## src/rtl/button_event.sv

```systemverilog
// rtl/button_event.sv - debounced button level to press/held/release UI events; AUTO_REPEAT_EN enables auto-repeat press pulses
// The release pulse port is named "released" because "release" is a reserved word.
module button_event #(
    parameter int HOLD_DELAY    = 32500000,
    parameter int REPEAT_PERIOD = 6500000,
    parameter int NBITS         = 25
) (
    input  logic clk,
    input  logic reset,
    input  logic clean,
    output logic press,
    output logic held,
    output logic released
);

    typedef enum logic [1:0] {
        IDLE   = 2'd0,
        HOLD   = 2'd1,
        REPEAT = 2'd2
    } state_t;

    localparam logic [NBITS-1:0] HOLD_LAST   = NBITS'(HOLD_DELAY - 1);
    localparam logic [NBITS-1:0] REPEAT_LAST = NBITS'(REPEAT_PERIOD - 1);

    state_t           state;
    state_t           state_next;
    logic [NBITS-1:0] count;
    logic [NBITS-1:0] count_next;
    logic             prev;
    logic             press_next;
    logic             held_next;
    logic             released_next;

    // State, counter, edge-detect history and registered outputs.
    // prev loads clean even during reset so a button held through reset
    // never looks like a fresh rising edge.
    always_ff @(posedge clk) begin
        if (reset) begin
            state    <= IDLE;
            count    <= '0;
            press    <= 1'b0;
            held     <= 1'b0;
            released <= 1'b0;
            prev     <= clean;
        end else begin
            state    <= state_next;
            count    <= count_next;
            press    <= press_next;
            held     <= held_next;
            released <= released_next;
            prev     <= clean;
        end
    end

    // Next-state and next-output decode; release always has priority over
    // a terminal count on the same edge.
    always_comb begin
        state_next    = state;
        count_next    = count;
        press_next    = 1'b0;
        held_next     = held;
        released_next = 1'b0;
        unique case (state)
            IDLE: begin
                held_next = 1'b0;
                if (clean && !prev) begin
                    press_next = 1'b1;
                    count_next = '0;
                    state_next = HOLD;
                end
            end
            HOLD: begin
                if (!clean) begin
                    released_next = 1'b1;
                    count_next    = '0;
                    state_next    = IDLE;
                end else if (count == HOLD_LAST) begin
`ifdef AUTO_REPEAT_EN
                    press_next = 1'b1;
`endif
                    held_next  = 1'b1;
                    count_next = '0;
                    state_next = REPEAT;
                end else begin
                    count_next = count + 1'b1;
                end
            end
            REPEAT: begin
                if (!clean) begin
                    released_next = 1'b1;
                    held_next     = 1'b0;
                    count_next    = '0;
                    state_next    = IDLE;
                end else if (count == REPEAT_LAST) begin
`ifdef AUTO_REPEAT_EN
                    press_next = 1'b1;
`endif
                    count_next = '0;
                end else begin
                    count_next = count + 1'b1;
                end
            end
            default: begin
                held_next  = 1'b0;
                count_next = '0;
                state_next = IDLE;
            end
        endcase
    end

endmodule

```

## config.mk

```make
export PLATFORM = sky130hd
export DESIGN_NAME = button_event
export DESIGN_NICKNAME = d
export VERILOG_FILES = /design/src/rtl/button_event.sv
export SDC_FILE = /design/constraint.sdc
export NUM_CORES = 1
export LEC_CHECK = 0
export ABC_AREA = 1
export CAP_MARGIN = 20
export CORE_UTILIZATION = 45
export DETAILED_ROUTE_END_ITERATION = 10
export PLACE_DENSITY = 0.64
export SLEW_MARGIN = 20
export SYNTH_ARGS = -nofsm -noshare
export SYNTH_HDL_FRONTEND = slang
export SYNTH_SLANG_ARGS = --single-unit
```

## constraint.sdc

```tcl
create_clock -name clk -period 1.45 [get_ports clk]
set_input_delay 0.145 -clock clk [delete_from_list [all_inputs] [get_ports clk]]
set_output_delay 0.145 -clock clk [all_outputs]
set_load 0.02 [all_outputs]
```

=== Word-level counts from Yosys, hierarchy flattened ===
Index checks and enable logic that the tools add are counted.

* Output and inout port bits: 3
* Bits of input ports: 3
* Bits in registers: 31

* Equality and inequality tests: 9
* Multiplexer cells: 17
* Bitwise logic cells: 2
* $add $sub $neg: 1
* Reductions and logical operators: 8

{| class="wikitable"
|+ Operators with widths
! cell !! count
|-
| $mux W25 || 5
|-
| $pmux W25 S3 || 1
|-
| $add A25 B1 Y25 const B || 1
|-
| $eq A25 B23 Y1 const B || 1
|-
| $eq A25 B25 Y1 const B || 1
|-
| $mux W2 || 4
|-
| $ne A2 B2 Y1 const B || 4
|-
| $pmux W2 S3 || 1
|-
| $reduce_and A3 Y1 || 2
|-
| $reduce_or A2 Y1 || 3
|-
| $mux W1 || 5
|-
| $ne A3 B3 Y1 const B || 1
|-
| $eq A2 B1 Y1 const B || 1
|-
| $eq A2 B2 Y1 const B || 1
|-
| $logic_not A2 Y1 || 1
|-
| $not A1 Y1 || 2
|-
| $pmux W1 S2 || 1
|-
| $logic_and A1 B1 Y1 || 1
|-
| $logic_not A1 Y1 || 1
|}

=== Longest topological paths before layout ===
* Depth in word-level cells: 4
* Gate-level depth with buffers: 11
* Depth with buffers taken out: 11

=== Worst setup path before layout ===
OpenSTA, ideal clock, no wires.

* Kind: register to register
* Start point: reg count[0]
* End point: reg count[8]
* Stages on the path, launching flop included: 12
* Arrival: 1.372 ns
* Period minus slack after synthesis: 1.489 ns
* Slack: -0.039 ns
* Setup time: 0.117 ns
* Cells stage by stage: dfxtp_1 -> ha_1 -> nand2_1 -> nor2_1 -> nand2_1 -> nor2_2 -> nand2_1 -> nand2_2 -> nand3_2 -> nand2_4 -> buf_6 -> nor2_1

* Cells in the longest elaborated chain, start to end: 4
* Elaborated cells between the ends (all ways): 8
* Those cells by class: add/sub: 1; eq/ne: 2; mux: 5

{| class="wikitable"
|+ Ends and longest elaborated chain
! item !! RTL line !! RTL
|-
| start: declaration || 27 || <nowiki>logic [NBITS-1:0] count;</nowiki>
|-
| start signal: assignment || 47 || <nowiki>count <= count_next;</nowiki>
|-
| $add A25 B1 Y25 (tied with other cells) || 85, 100 ||
|-
| $mux W25, on equally long branches || 94, 77 ||
|-
| $mux W25, on equally long branches || 89, 73 ||
|-
| $pmux W25 S3 (*) || 63 || <nowiki>unique case (state)</nowiki>
|}

Every way passes the cells marked *; elsewhere a longest branch is shown, timed or not.
A chain may end at the register's enable or synchronous reset.

=== Worst setup path in the final report ===
* Start point: reg count[17]
* End point: reg count[18]

The elaborated chain is that of the path after synthesis.

==> results.json <==
{
  "wl_per_cell_um": 11.97,
  "core_mm2": 0.003689,
  "yosys_warnings": 0,
  "fin_ws_ns": -0.1195,
  "avgSynthCellArea_um2": 6.678,
  "grt_first_pass_wirelength_um": 7555,
  "final.min_clock_period_ns": 1.570,
  "final_hold_viol_count": 0,
  "dr.pass1.iters": 4,
  "period_share_pct": 108.2,
  "grt_setup_unrepaired": "yes",
  "clkPwrFrac_pct": 28.8,
  "routed_wl_um": 4561,
  "slew_headroom_pct": 73.94,
  "layout_commonest_cell": "buf_4",
  "grt_pass1_vias": 1761,
  "synth_area_mm2": 0.001743,
  "drive_above_1_share_pct": 40.54,
  "clock_sinks": 31,
  "setup_tns_ns": -2.767,
  "seq_power_share_pct": 29.9,
  "grt_util_all_layers_pct": 23.98,
  "drt_iter0_markers": 113,
  "htree_levels": 2,
  "overflow": 0,
  "port_buffers": 5,
  "syn_nets": 268,
  "ys_seq_elements": 31,
  "synth_top_area_share_pct": 35.61,
  "p_int_mw": 2.086,
  "p_switching_mw": 1.047,
  "vias": 1803,
  "die_x_um": 64.24,
  "fp.dieH_um": 64.24,
  "seqCellArea_um2": 629.4,
  "cp_max_fo": 7,
  "grt_max_degree": 12,
  "clockBufferDepth": 2,
  "fin_cells": 381,
  "final_max_slew_viol_count": 0,
  "multi_input_area_mm2": 0.001096,
  "io_pins": 6,
  "dp_cells": 364,
  "p_sw_share_pct": 33.43,
  "row_count": 22,
  "clk_latency_ns": 0.29,
  "maxCapViolCount": 0,
  "combinationalPowerShare_pct": 41.3,
  "p_per_area_mw_per_mm2": 1171,
  "syn_inst": 261,
  "die-area_mm2": 0.004126,
  "critPathCaptureType": "register",
  "synth_top_area_cell": "dfxtp_1",
  "cp.arrival_ns": 1.75,
  "synth_cell_types": 19,
  "gp_congestion": 0.8227,
  "startpoint_type": "register",
  "root_buffer": "clkbuf_8",
  "pre_cts_slack_ns": -0.1460,
  "clock.fmax_mhz": 637.1,
  "finalSetupViolCount": 27,
  "worstPathRequired_ns": 1.63,
  "hp-class": "reg -> reg",
  "synth_area_leaders": "dfxtp_1 (36%), nand2_1 (12%), inv_1 (10%), nor2_1 (9.7%), xor2_1 (8.5%)",
  "post-route-util_pct": 72.56,
  "fillers": 286,
  "syn_to_final_growth_pct": 53.55,
  "crit_type": "reg -> reg",
  "antenna_found_initial": 0,
  "start_util_pct": 47.25,
  "status": "finished, violations left",
  "failed_checks": "setup timing",
  "tightest_slew_ns": 0.3879,
  "tritoncts": "done",
  "yosysSeqAreaShare_pct": 35.61,
  "ir_drop_mv": 0.7016,
  "nNetsFinal": 339,
  "cts_buffers": 5,
  "leakage_nw": 1.156,
  "clk_pin_slew_ns": 0.07,
  "final_cell_mix": "buf_4 (55), nand2_1 (51), inv_1 (47)",
  "remaining_drc_errors": 0,
  "n_antenna_cell": 0,
  "dpl.hpwl_um": 3031,
  "final_antenna_net_count": 0,
  "clock_skew_ns": 0.006192,
  "viasPerCell": 4.732
}
## routing by layer
layer	vias to the layer above	part of all wire [%]	track usage, %
met2	30	48	40.29
met1	832	47	29.66
met4	0	1.8	9.722
li1	931	-	-
met5	-	0	0
met3	10	3.4	5.000
## final cells by class
class,instances,share of cell area [%]
clock buffers,6,3.086
clock inverters,2,1.309
inverters,49,6.872
multi-input cells,178,40.95
flip-flops and latches,31,23.52
well taps,48,2.244
repair buffers,67,22.02
## critical path, stage by stage, from the launching register on
cell	delay, ns
dfxtp_2	0.37
nand2_2	0.10
nor2_2	0.15
inv_1	0.11
nor2_4	0.14
nand2_2	0.07
nand2_2	0.08
nand3_2	0.08
nand2_4	0.16
buf_12	0.15
nor2_1	0.04
## per-stage QoR
stage,instance area (um2),hold slack (ns),power (mW)
finish,2676,0.4490,3.133
global route,2676,0.4826,3.292
CTS,2530,0.4471,2.993
detailed placement,2255,0.4399,1.947
global placement,2255,0.4404,1.936
floorplan,1749,0.1727,1.525
## power by group through the flow
stage,Combinational (mW),Sequential (mW),Clock (mW)
after floorplan,0.562,0.962,0
after global placement,0.986,0.951,0
after detailed placement,0.995,0.952,0
after CTS,1.14,0.935,0.914
after global routing,1.38,0.945,0.963
final,1.29,0.937,0.902
## cells by family (layout without fill, tap and decap cells)
group | after synthesis | after routing | synth area share, %
adder cells (fa/ha/maj) | 4 | 4 | 2.872
AO/OA/AOI/OAI | 8 | 8 | 2.297
AND/OR/NAND/NOR | 149 | 149 | 38.55
buffers and inverters | 52 | 124 | 12.13
XOR/XNOR | 17 | 17 | 8.543
flip-flops | 31 | 31 | 35.61
## path summary, 6_finish.rpt
path	slack, ns	to	depth (start not counted)	from
worst max register to register	-0.12	count[18]	10	count[17]
worst max-delay path	-0.12	count[18]	10	count[17]
worst min register to register	0.45	held	2	held
worst min-delay path	0.45	held	2	held
## cell usage after synthesis (all sizes together)
cell type  number
o21ai           5
buf             3
a21oi           3
ha              4
nand3          15
nor3            9
inv            49
dfxtp          31
xor2           17
nor2           53
nand2          63
nand4           9
## sequential cells by signal, summed over array words and instances, names as in the netlist
signal / count
held: 1
prev: 1
press: 1
released: 1
state: 2
count: 25
## repair_timing
action                                  CTS  global route
endpoints found under the setup margin   27            28
buffers inserted                          7             2
resized for setup                        26            36
hold buffers                              0             0
pin swaps                                13            12
gates cloned                              1             1
(Power assumes the default switching activity.)
